File: src/rtl/sigmadelta_adc_mc.sv
// Multi-channel sigma-delta ADC back end: per-channel window accumulators, a boxcar decimation
// filter, and a banked result serializer with ready/valid handshake and overrun detection.
module sigmadelta_adc_mc #(
  parameter int unsigned NUM_CH         = 4,
  parameter int unsigned ADC_WIDTH      = 8,
  parameter int unsigned ACCUM_BITS     = 10,
  parameter int unsigned LPF_DEPTH_BITS = 3,
  parameter int unsigned INPUT_TOPOLOGY = 0,
  localparam int unsigned CH_W          = (NUM_CH > 1) ? $clog2(NUM_CH) : 1
) (
  input  logic                 clk_in,
  input  logic                 rstn,
  input  logic                 en,
  input  logic [NUM_CH-1:0]    analog_cmp,
  output logic [NUM_CH-1:0]    analog_out,
  output logic                 out_valid,
  input  logic                 out_ready,
  output logic [CH_W-1:0]      out_ch,
  output logic [ADC_WIDTH-1:0] out_data,
  output logic                 out_last,
  output logic                 overrun,
  input  logic                 clear_ovr
);

  localparam int unsigned SUM_W = ADC_WIDTH + LPF_DEPTH_BITS;

  typedef enum logic {StIdle, StSend} state_e;

  // Window / frame sequencing
  logic [ACCUM_BITS-1:0]     win_q;
  logic [LPF_DEPTH_BITS-1:0] lpf_q;
  logic                      win_end;
  logic                      frame_end;
  logic                      load_q;

  // Per-channel datapath
  logic [ACCUM_BITS-1:0] acc_q   [NUM_CH];
  logic [ACCUM_BITS-1:0] acc_inc [NUM_CH];
  logic [ADC_WIDTH-1:0]  raw     [NUM_CH];
  logic [SUM_W-1:0]      sum_q   [NUM_CH];
  logic [SUM_W-1:0]      sum_add [NUM_CH];
  logic [ADC_WIDTH-1:0]  filt_d  [NUM_CH];
  logic [ADC_WIDTH-1:0]  filt_q  [NUM_CH];
  logic [ADC_WIDTH-1:0]  bank_q  [NUM_CH];

  // Serializer
  state_e              state_q, state_d;
  logic [NUM_CH-1:0]   pending_q, pending_d, pend_after;
  logic                overrun_q, overrun_d;
  logic                ovr_set;
  logic [CH_W-1:0]     ch_sel;
  logic                xfer;

  assign win_end   = en && (win_q == '1);
  assign frame_end = win_end && (lpf_q == '1);

  always_comb begin
    for (int i = 0; i < int'(NUM_CH); i++) begin
      acc_inc[i] = (acc_q[i] == '1) ? acc_q[i] : acc_q[i] + ACCUM_BITS'(analog_out[i]);
      raw[i]     = acc_inc[i][ACCUM_BITS-1 -: ADC_WIDTH];
      sum_add[i] = sum_q[i] + SUM_W'(raw[i]);
      // Dropping the low LPF_DEPTH_BITS bits is the truncating divide by the frame length.
      filt_d[i]  = (INPUT_TOPOLOGY == 1) ? ~sum_add[i][SUM_W-1:LPF_DEPTH_BITS]
                                         :  sum_add[i][SUM_W-1:LPF_DEPTH_BITS];
    end
  end

  always_ff @(posedge clk_in) begin
    if (!rstn) begin
      analog_out <= '0;
      win_q      <= '0;
      lpf_q      <= '0;
      load_q     <= 1'b0;
      for (int i = 0; i < int'(NUM_CH); i++) begin
        acc_q[i]  <= '0;
        sum_q[i]  <= '0;
        filt_q[i] <= '0;
        bank_q[i] <= '0;
      end
    end else begin
      analog_out <= analog_cmp;
      load_q     <= frame_end;
      if (en) begin
        win_q <= win_q + ACCUM_BITS'(1);
        for (int i = 0; i < int'(NUM_CH); i++) begin
          acc_q[i] <= win_end ? '0 : acc_inc[i];
        end
      end
      if (win_end) begin
        lpf_q <= lpf_q + LPF_DEPTH_BITS'(1);
        for (int i = 0; i < int'(NUM_CH); i++) begin
          sum_q[i] <= frame_end ? '0 : sum_add[i];
        end
      end
      if (frame_end) begin
        for (int i = 0; i < int'(NUM_CH); i++) begin
          filt_q[i] <= filt_d[i];
        end
      end
      if (load_q) begin
        for (int i = 0; i < int'(NUM_CH); i++) begin
          bank_q[i] <= filt_q[i];
        end
      end
    end
  end

  // Lowest pending channel wins; scan from the top so the last hit is the lowest index.
  always_comb begin
    ch_sel = '0;
    for (int i = int'(NUM_CH) - 1; i >= 0; i--) begin
      if (pending_q[i]) begin
        ch_sel = CH_W'(i);
      end
    end
  end

  always_comb begin
    state_d    = state_q;
    ovr_set    = 1'b0;
    out_valid  = (state_q == StSend);
    xfer       = out_valid && out_ready;
    pend_after = pending_q;
    if (xfer) begin
      pend_after[ch_sel] = 1'b0;
    end
    pending_d = pend_after;
    unique case (state_q)
      StIdle: begin
        if (load_q) begin
          state_d   = StSend;
          pending_d = '1;
        end
      end
      StSend: begin
        if (load_q) begin
          // A fresh bank replaces whatever is left; only unsent beats count as an overrun.
          pending_d = '1;
          ovr_set   = |pend_after;
        end else if (pend_after == '0) begin
          state_d = StIdle;
        end
      end
      default: state_d = StIdle;
    endcase
    overrun_d = ovr_set ? 1'b1 : (clear_ovr ? 1'b0 : overrun_q);
  end

  always_ff @(posedge clk_in) begin
    if (!rstn) begin
      state_q   <= StIdle;
      pending_q <= '0;
      overrun_q <= 1'b0;
    end else begin
      state_q   <= state_d;
      pending_q <= pending_d;
      overrun_q <= overrun_d;
    end
  end

  always_comb begin
    out_ch   = out_valid ? ch_sel : '0;
    out_data = out_valid ? bank_q[ch_sel] : '0;
    out_last = out_valid && (ch_sel == CH_W'(NUM_CH - 1));
    overrun  = overrun_q;
  end

endmodule

File: config.mk
export PLATFORM = sky130hd
export DESIGN_NAME = sigmadelta_adc_mc
export DESIGN_NICKNAME = d
export VERILOG_FILES = /design/src/rtl/sigmadelta_adc_mc.sv
export SDC_FILE = /design/constraint.sdc
export NUM_CORES = 1
export LEC_CHECK = 0
export CAP_MARGIN = 15
export CORE_ASPECT_RATIO = 1.75
export CORE_UTILIZATION = 58
export DETAILED_ROUTE_END_ITERATION = 8
export PLACE_DENSITY_LB_ADDON = 0.15
export SLEW_MARGIN = 15
export SYNTH_ARGS = -nofsm -noshare
export SYNTH_HDL_FRONTEND = slang
export SYNTH_SLANG_ARGS = --single-unit
export TNS_END_PERCENT = 50
File: constraint.sdc
create_clock -name clk_in -period 5.31 [get_ports clk_in]
set_clock_uncertainty 0.1 [all_clocks]
set_input_delay 1.593 -clock clk_in [delete_from_list [all_inputs] [get_ports clk_in]]
set_output_delay 1.593 -clock clk_in [all_outputs]
set_load 0.05 [all_outputs]
* After elaboration in Yosys (flattened, before gate mapping)
Memories as Yosys holds them, arrays and structs flattened.
Cells that the tools add are included.
** Word-level totals
- Register bits :: 24
- Bits in latches :: 0
- Memory bits (writable) :: 148
- Memory bits (read-only) :: 0
- Input port bits :: 9
- Output and inout port bits :: 17
- Word-level logic and storage cells :: 115
- Memories kept :: 4
** Cells by class
- Add/subtract/negate cells :: 10
- Multiply operators :: 0
- Divide/modulo/power cells :: 0
- Order comparisons :: 2
- Equal/unequal tests :: 7
- Shifts and indexed selects :: 0
- Mux-type cells :: 58
- Bitwise gates (word level) :: 19
- Reduce and logical (&&, ||, !) cells :: 8
** Memory list
- sum_q :: words 4, bits a word 11, read ports 4, clocked after Yosys merged registers in 0, wr ports 4, line 40 : logic [SUM_W-1:0] sum_q [NUM_CH];
- acc_q :: words 4, bits a word 10, read ports 4, clocked after Yosys merged registers in 0, wr ports 4, line 37 : logic [ACCUM_BITS-1:0] acc_q [NUM_CH];
- bank_q :: words 4, bits a word 8, read ports 1, clocked after Yosys merged registers in 0, wr ports 4, line 44 : logic [ADC_WIDTH-1:0] bank_q [NUM_CH];
- filt_q :: words 4, bits a word 8, read ports 4, clocked after Yosys merged registers in 0, wr ports 4, line 43 : logic [ADC_WIDTH-1:0] filt_q [NUM_CH];
** Operator list (number)
- two-way mux 10 bit :: 12
- two-way mux 11 bit :: 8
- two-way mux 8 bit :: 9
- == test 10 bit, second input constant :: 5
- adder 11 x 8 -> 11 bit :: 4
- adder 10 x 1 -> 10 bit :: 4
- two-way mux 1 bit :: 20
- bitwise OR 1 bit :: 16
- adder 10 x 1 -> 10 bit, second input constant :: 1
- two-way mux 2 bit :: 5
- two-way mux 4 bit :: 2
- logical AND 1 bit :: 5
- AND 4 bit :: 1
- logical NOT 4 bit :: 1
- inverter 4 bit :: 1
- OR reduction 4 bit :: 1
- adder 3 x 1 -> 3 bit, second input constant :: 1
- == test 3 bit, second input constant :: 1
- less-than comparator 2 x 3 -> 1 bit, second input constant :: 1
- demux 1 bit (select 2 bit) :: 1
- == test 2 bit, second input constant :: 1
- >= comparator 2 x 1 -> 1 bit, second input constant :: 1
- case mux 1 bit (2 select lines) :: 1
- nonzero test 2 bit :: 1
- inverter 1 bit :: 1

* Depth between registers and ports, before layout
- Depth in word-level cells :: 15
- Gate-level depth with buffers :: 12
- Depth with buffers taken out :: 12

* Least setup slack after synthesis
No wires, ideal clock.
- Kind :: input to register
- Start point :: input en
- End point :: memory acc_q[1][1] (data pin)
- Setup time :: 0.255 ns
- Arrival :: 3.943 ns
- Data required time :: 4.955 ns
- Slack :: 1.012 ns
- Stages on the path :: 7
- Path buffers :: 2
- Path through :: buf_2 -> nand4_2 -> nor4_4 -> nand2b_1 -> nor2_1 -> clkbuf_1 -> and3_1
** RTL lines
- start: declaration :: line 13 : input logic en,
- end: declaration :: line 37

* Worst setup path after layout
- Start point :: register pending_q[2]
- End point :: output out_data[0]
** On the way
- Longest elaborated chain between the ends :: 5
** RTL lines
- start: declaration :: line 48 : logic [NUM_CH-1:0] pending_q, pending_d, pend_after;
- start signal: assignment :: line 156 : pending_q <= pending_d;
- two-way mux 2 bit (3 in a row) :: line 112 : if (pending_q[i]) begin
- memory (4 x 8 bit)
- two-way mux 8 bit :: line 163 : out_data = out_valid ? bank_q[ch_sel] : '0;
- end: declaration :: line 19 : output logic [ADC_WIDTH-1:0] out_data,
Every way passes these cells.

==> results.json <==
{
  "drive_above_1_share": 0.0751,
  "grt_pass1_vias": 5997,
  "slew_viol_final": 0,
  "fmax_mhz": 205,
  "io_buffers": 25,
  "drt-total-wl_um": 17000,
  "start_util": 0.589,
  "grt.overflow.total": 0,
  "async_flop_share": 0,
  "regToRegStartpoint": "acc_q[1][0]",
  "cts_tree": "done",
  "min_to": "win_q[8]",
  "insertion_delay_ns": 0.43,
  "syn_inst": 786,
  "status": "finished, violations left",
  "violations": "design-rule violations",
  "slowest_stage": "clkdlybuf4s50_1",
  "htree_levels": 4,
  "peakVddDrop_uv": 249,
  "die_w_um": 96.3,
  "finalCritPeriodShare": 0.920,
  "cts_root_buffer": "clkbuf_16",
  "post_cts_buffers": 0,
  "synth_warnings": 0,
  "powerDensity_nw_per_um2": 304,
  "setup_violations": 0,
  "reg2regPathDepth": 12,
  "worst_pin_slew_ns": 0.707,
  "path_class": "reg -> out",
  "rsz0062_at_grt": "false",
  "nets": 873,
  "worstPathArrival_ns": 3.19,
  "synth_ff_type": "edfxtp_1",
  "cp_cell_sequence": "nor2b_1, o21bai_2, mux2i_1, o22a_1, nor2_1, clkdlybuf4s50_1",
  "startpoint_type": "flop",
  "hold_viol": 0,
  "grt_pass1_wl_um": 28200,
  "first_pass_iters": 7,
  "max_stage_delay_ns": 0.81,
  "synth_top_area_share": 0.493,
  "rows": 60,
  "n_fill_cell": 1211,
  "maxCapViolCount": 0,
  "fin_crit_ns": 4.89,
  "grt_use_total": 0.228,
  "avgSynthCellArea_um2": 11.5,
  "ios": 26,
  "ant_nets": 0,
  "cts.sinks": 172,
  "clkSlewWorstSetupHoldPaths_ns": 0.07,
  "min_path_type": "reg -> reg",
  "gp_congestion": 0.879,
  "power_leakage_nw": 4.03,
  "final_area_um2": 10000,
  "syn-num-nets": 846,
  "crit_path_max_fanout": 16,
  "grt_max_degree": 42,
  "diodes": 0,
  "ys_seq_area_frac": 0.546,
  "regToRegEndpoint": "sum_q[1][9]",
  "via_per_inst": 5.96,
  "cts_buffer_depth": 2,
  "drc": 1,
  "ys_ff_latch": 172,
  "hpwl_um": 12400,
  "path_delay_family": "buffers and inverters",
  "vias": 6028,
  "reg2reg_slack_ns": 1.95,
  "slew_headroom": 0.528,
  "core_um2": 15300,
  "synth.cell_area_um2": 9020,
  "drtIter0Drc": 328,
  "antenna_found_initial": 0,
  "end_kind": "output port",
  "die_area_um2": 16100,
  "setup-tns-final_ns": 0,
  "whs_path_depth": 2,
  "cp.required_ns": 3.62,
  "yosys.cell_types.count": 52,
  "synth_largest_area_cell": "edfxtp_1",
  "die_h_um": 167,
  "wire_per_inst_um": 16.8,
  "cts_buffers": 17,
  "p_total_mw": 3.05,
  "area.growth.synth_to_final_pct": 11.0,
  "placed_area_um2": 9430,
  "synth-edff-count": 148,
  "synth_area_leaders": "edfxtp_1 (49%), ha_1 (6.5%), dfxtp_1 (5.3%), nor2_1 (3.7%), and3_1 (3.5%)",
  "cp.buffers_inverters": 1,
  "hold_start": "win_q[8]"
}
logic make-up (layout without fill, tap and decap cells):
| family | Yosys count | count (layout) | share of synthesized area |
|---|---|---|---|
| AO/OA/AOI/OAI | 128 | 128 | 0.0942 |
| AND/OR/NAND/NOR | 317 | 317 | 0.187 |
| flip-flops | 172 | 172 | 0.546 |
| buffers and inverters | 43 | 83 | 0.0225 |
| adder cells (fa/ha/maj) | 52 | 52 | 0.0752 |
| multiplexers | 17 | 17 | 0.0194 |
| XOR/XNOR | 57 | 57 | 0.0554 |
what timing repair did:
item	CTS	global route
endpoints found under the setup margin	0	8
hold buffers	0	0
resized for setup	0	1
worst register-to-register path, cell delays in order, from the launching register on:
cell and delay (ns):
edfxtp_1 0.40, ha_1 0.19, ha_1 0.16, and2_1 0.16
nor2b_1 0.24, nand3_1 0.13, xnor2_1 0.26, ha_1 0.34
and3_1 0.17, a221oi_1 0.47, o32ai_1 0.20, xnor2_1 0.21
nor2_1 0.06
report_power, final:
part / leakage (nW) / switching (mW) / total [mW] / internal (mW)
clock network: 0.276 / 0.579 / 1.20 / 0.625
registers: 1.66 / 0.0414 / 1.57 / 1.53
logic: 2.09 / 0.163 / 0.273 / 0.110
Yosys cell counts (9+ instances only):
| master | number |
|---|---|
| xnor2_1 | 35 |
| inv_1 | 14 |
| and4_1 | 10 |
| nand4_1 | 18 |
| a21oi_1 | 39 |
| ha_1 | 47 |
| o21a_1 | 11 |
| edfxtp_1 | 148 |
| a31oi_1 | 9 |
| nor2b_1 | 12 |
| xor2_1 | 22 |
| and3_1 | 50 |
| nand2_1 | 40 |
| dfxtp_1 | 24 |
| and2_1 | 47 |
| clkbuf_1 | 19 |
| nor2_1 | 89 |
| mux2i_1 | 13 |
| nand3_1 | 21 |
| a21o_1 | 18 |
| o21ai_0 | 10 |
registers in the layout (all words and copies together), names as in the netlist:
name,cells
load_q,1
overrun,1
analog_out,4
filt_q,32
sum_q,44
lpf_q,3
out_valid,1
acc_q,40
bank_q,32
win_q,10
pending_q,4
cell usage in the layout, fill, tap and decap left out, types with 3 or more instances in the layout:
cell and count:
a31o_2 5, and4_1 10, nor2_1 89, and2_1 47, edfxtp_1 148, dfxtp_1 24
mux2i_1 13, a21o_1 18, clkbuf_16 17, a22oi_1 8, a31oi_1 9, clkdlybuf4s50_1 24
nor3_1 8, inv_6 4, and3_1 50, a21oi_1 39, nand4_1 18, a21boi_0 3
nand3_1 21, o211ai_1 6, fa_1 4, or3_1 4, buf_4 11, xnor2_1 35
ha_1 47, o22a_1 8, o21ai_0 10, o21a_1 11, o21bai_1 3, nand2b_1 3
inv_1 14, xor2_1 22, inv_8 4, nor2b_1 12, mux2_2 4, nand2_1 40
routing by layer:
layer | routed length, µm | vias up | track usage
met5 | 0 | - | 0
met4 | 261 | 0 | 0.0707
met3 | 448 | 33 | 0.0342
met2 | 9310 | 113 | 0.413
met1 | 7000 | 2919 | 0.270
li1 | - | 2963 | -
per-stage QoR:
stage	utilization	std cells	setup slack, ns	hold slack [ns]
detailed placement	0.616	980	0.563	0.413
CTS	0.653	1012	0.115	0.424
finish	0.654	1012	0.423	0.410
floorplan	-	786	1.01	0.364
global placement	0.616	980	0.767	0.377
global route	0.654	1012	0.293	0.458
how the worst max path moves through the flow:
stage          slack [ns]    startpoint          end  cells after the start
2_1_floorplan        1.01            en  acc_q[1][1]                      7
3_3_place_gp         0.77  pending_q[2]  out_data[0]                      6
3_5_place_dp         0.56  pending_q[2]  out_data[0]                      6
4_1_cts              0.12  pending_q[2]  out_data[0]                      6
5_1_grt              0.29  pending_q[2]  out_data[1]                      6
6_report             0.42  pending_q[2]  out_data[0]                      6
final cells by class:
type | count | area (µm²) | share of cell area
Clock buffer | 17 | 425 | 0.0425
Clock inverter | 15 | 149 | 0.0149
Inverter | 15 | 56.3 | 0.00562
Multi-Input combinational cell | 571 | 3890 | 0.389
Sequential cell | 172 | 4920 | 0.492
Tap cell | 186 | 233 | 0.0232
Timing Repair Buffer | 36 | 328 | 0.0327
Power figures use the tool's default switching activity.
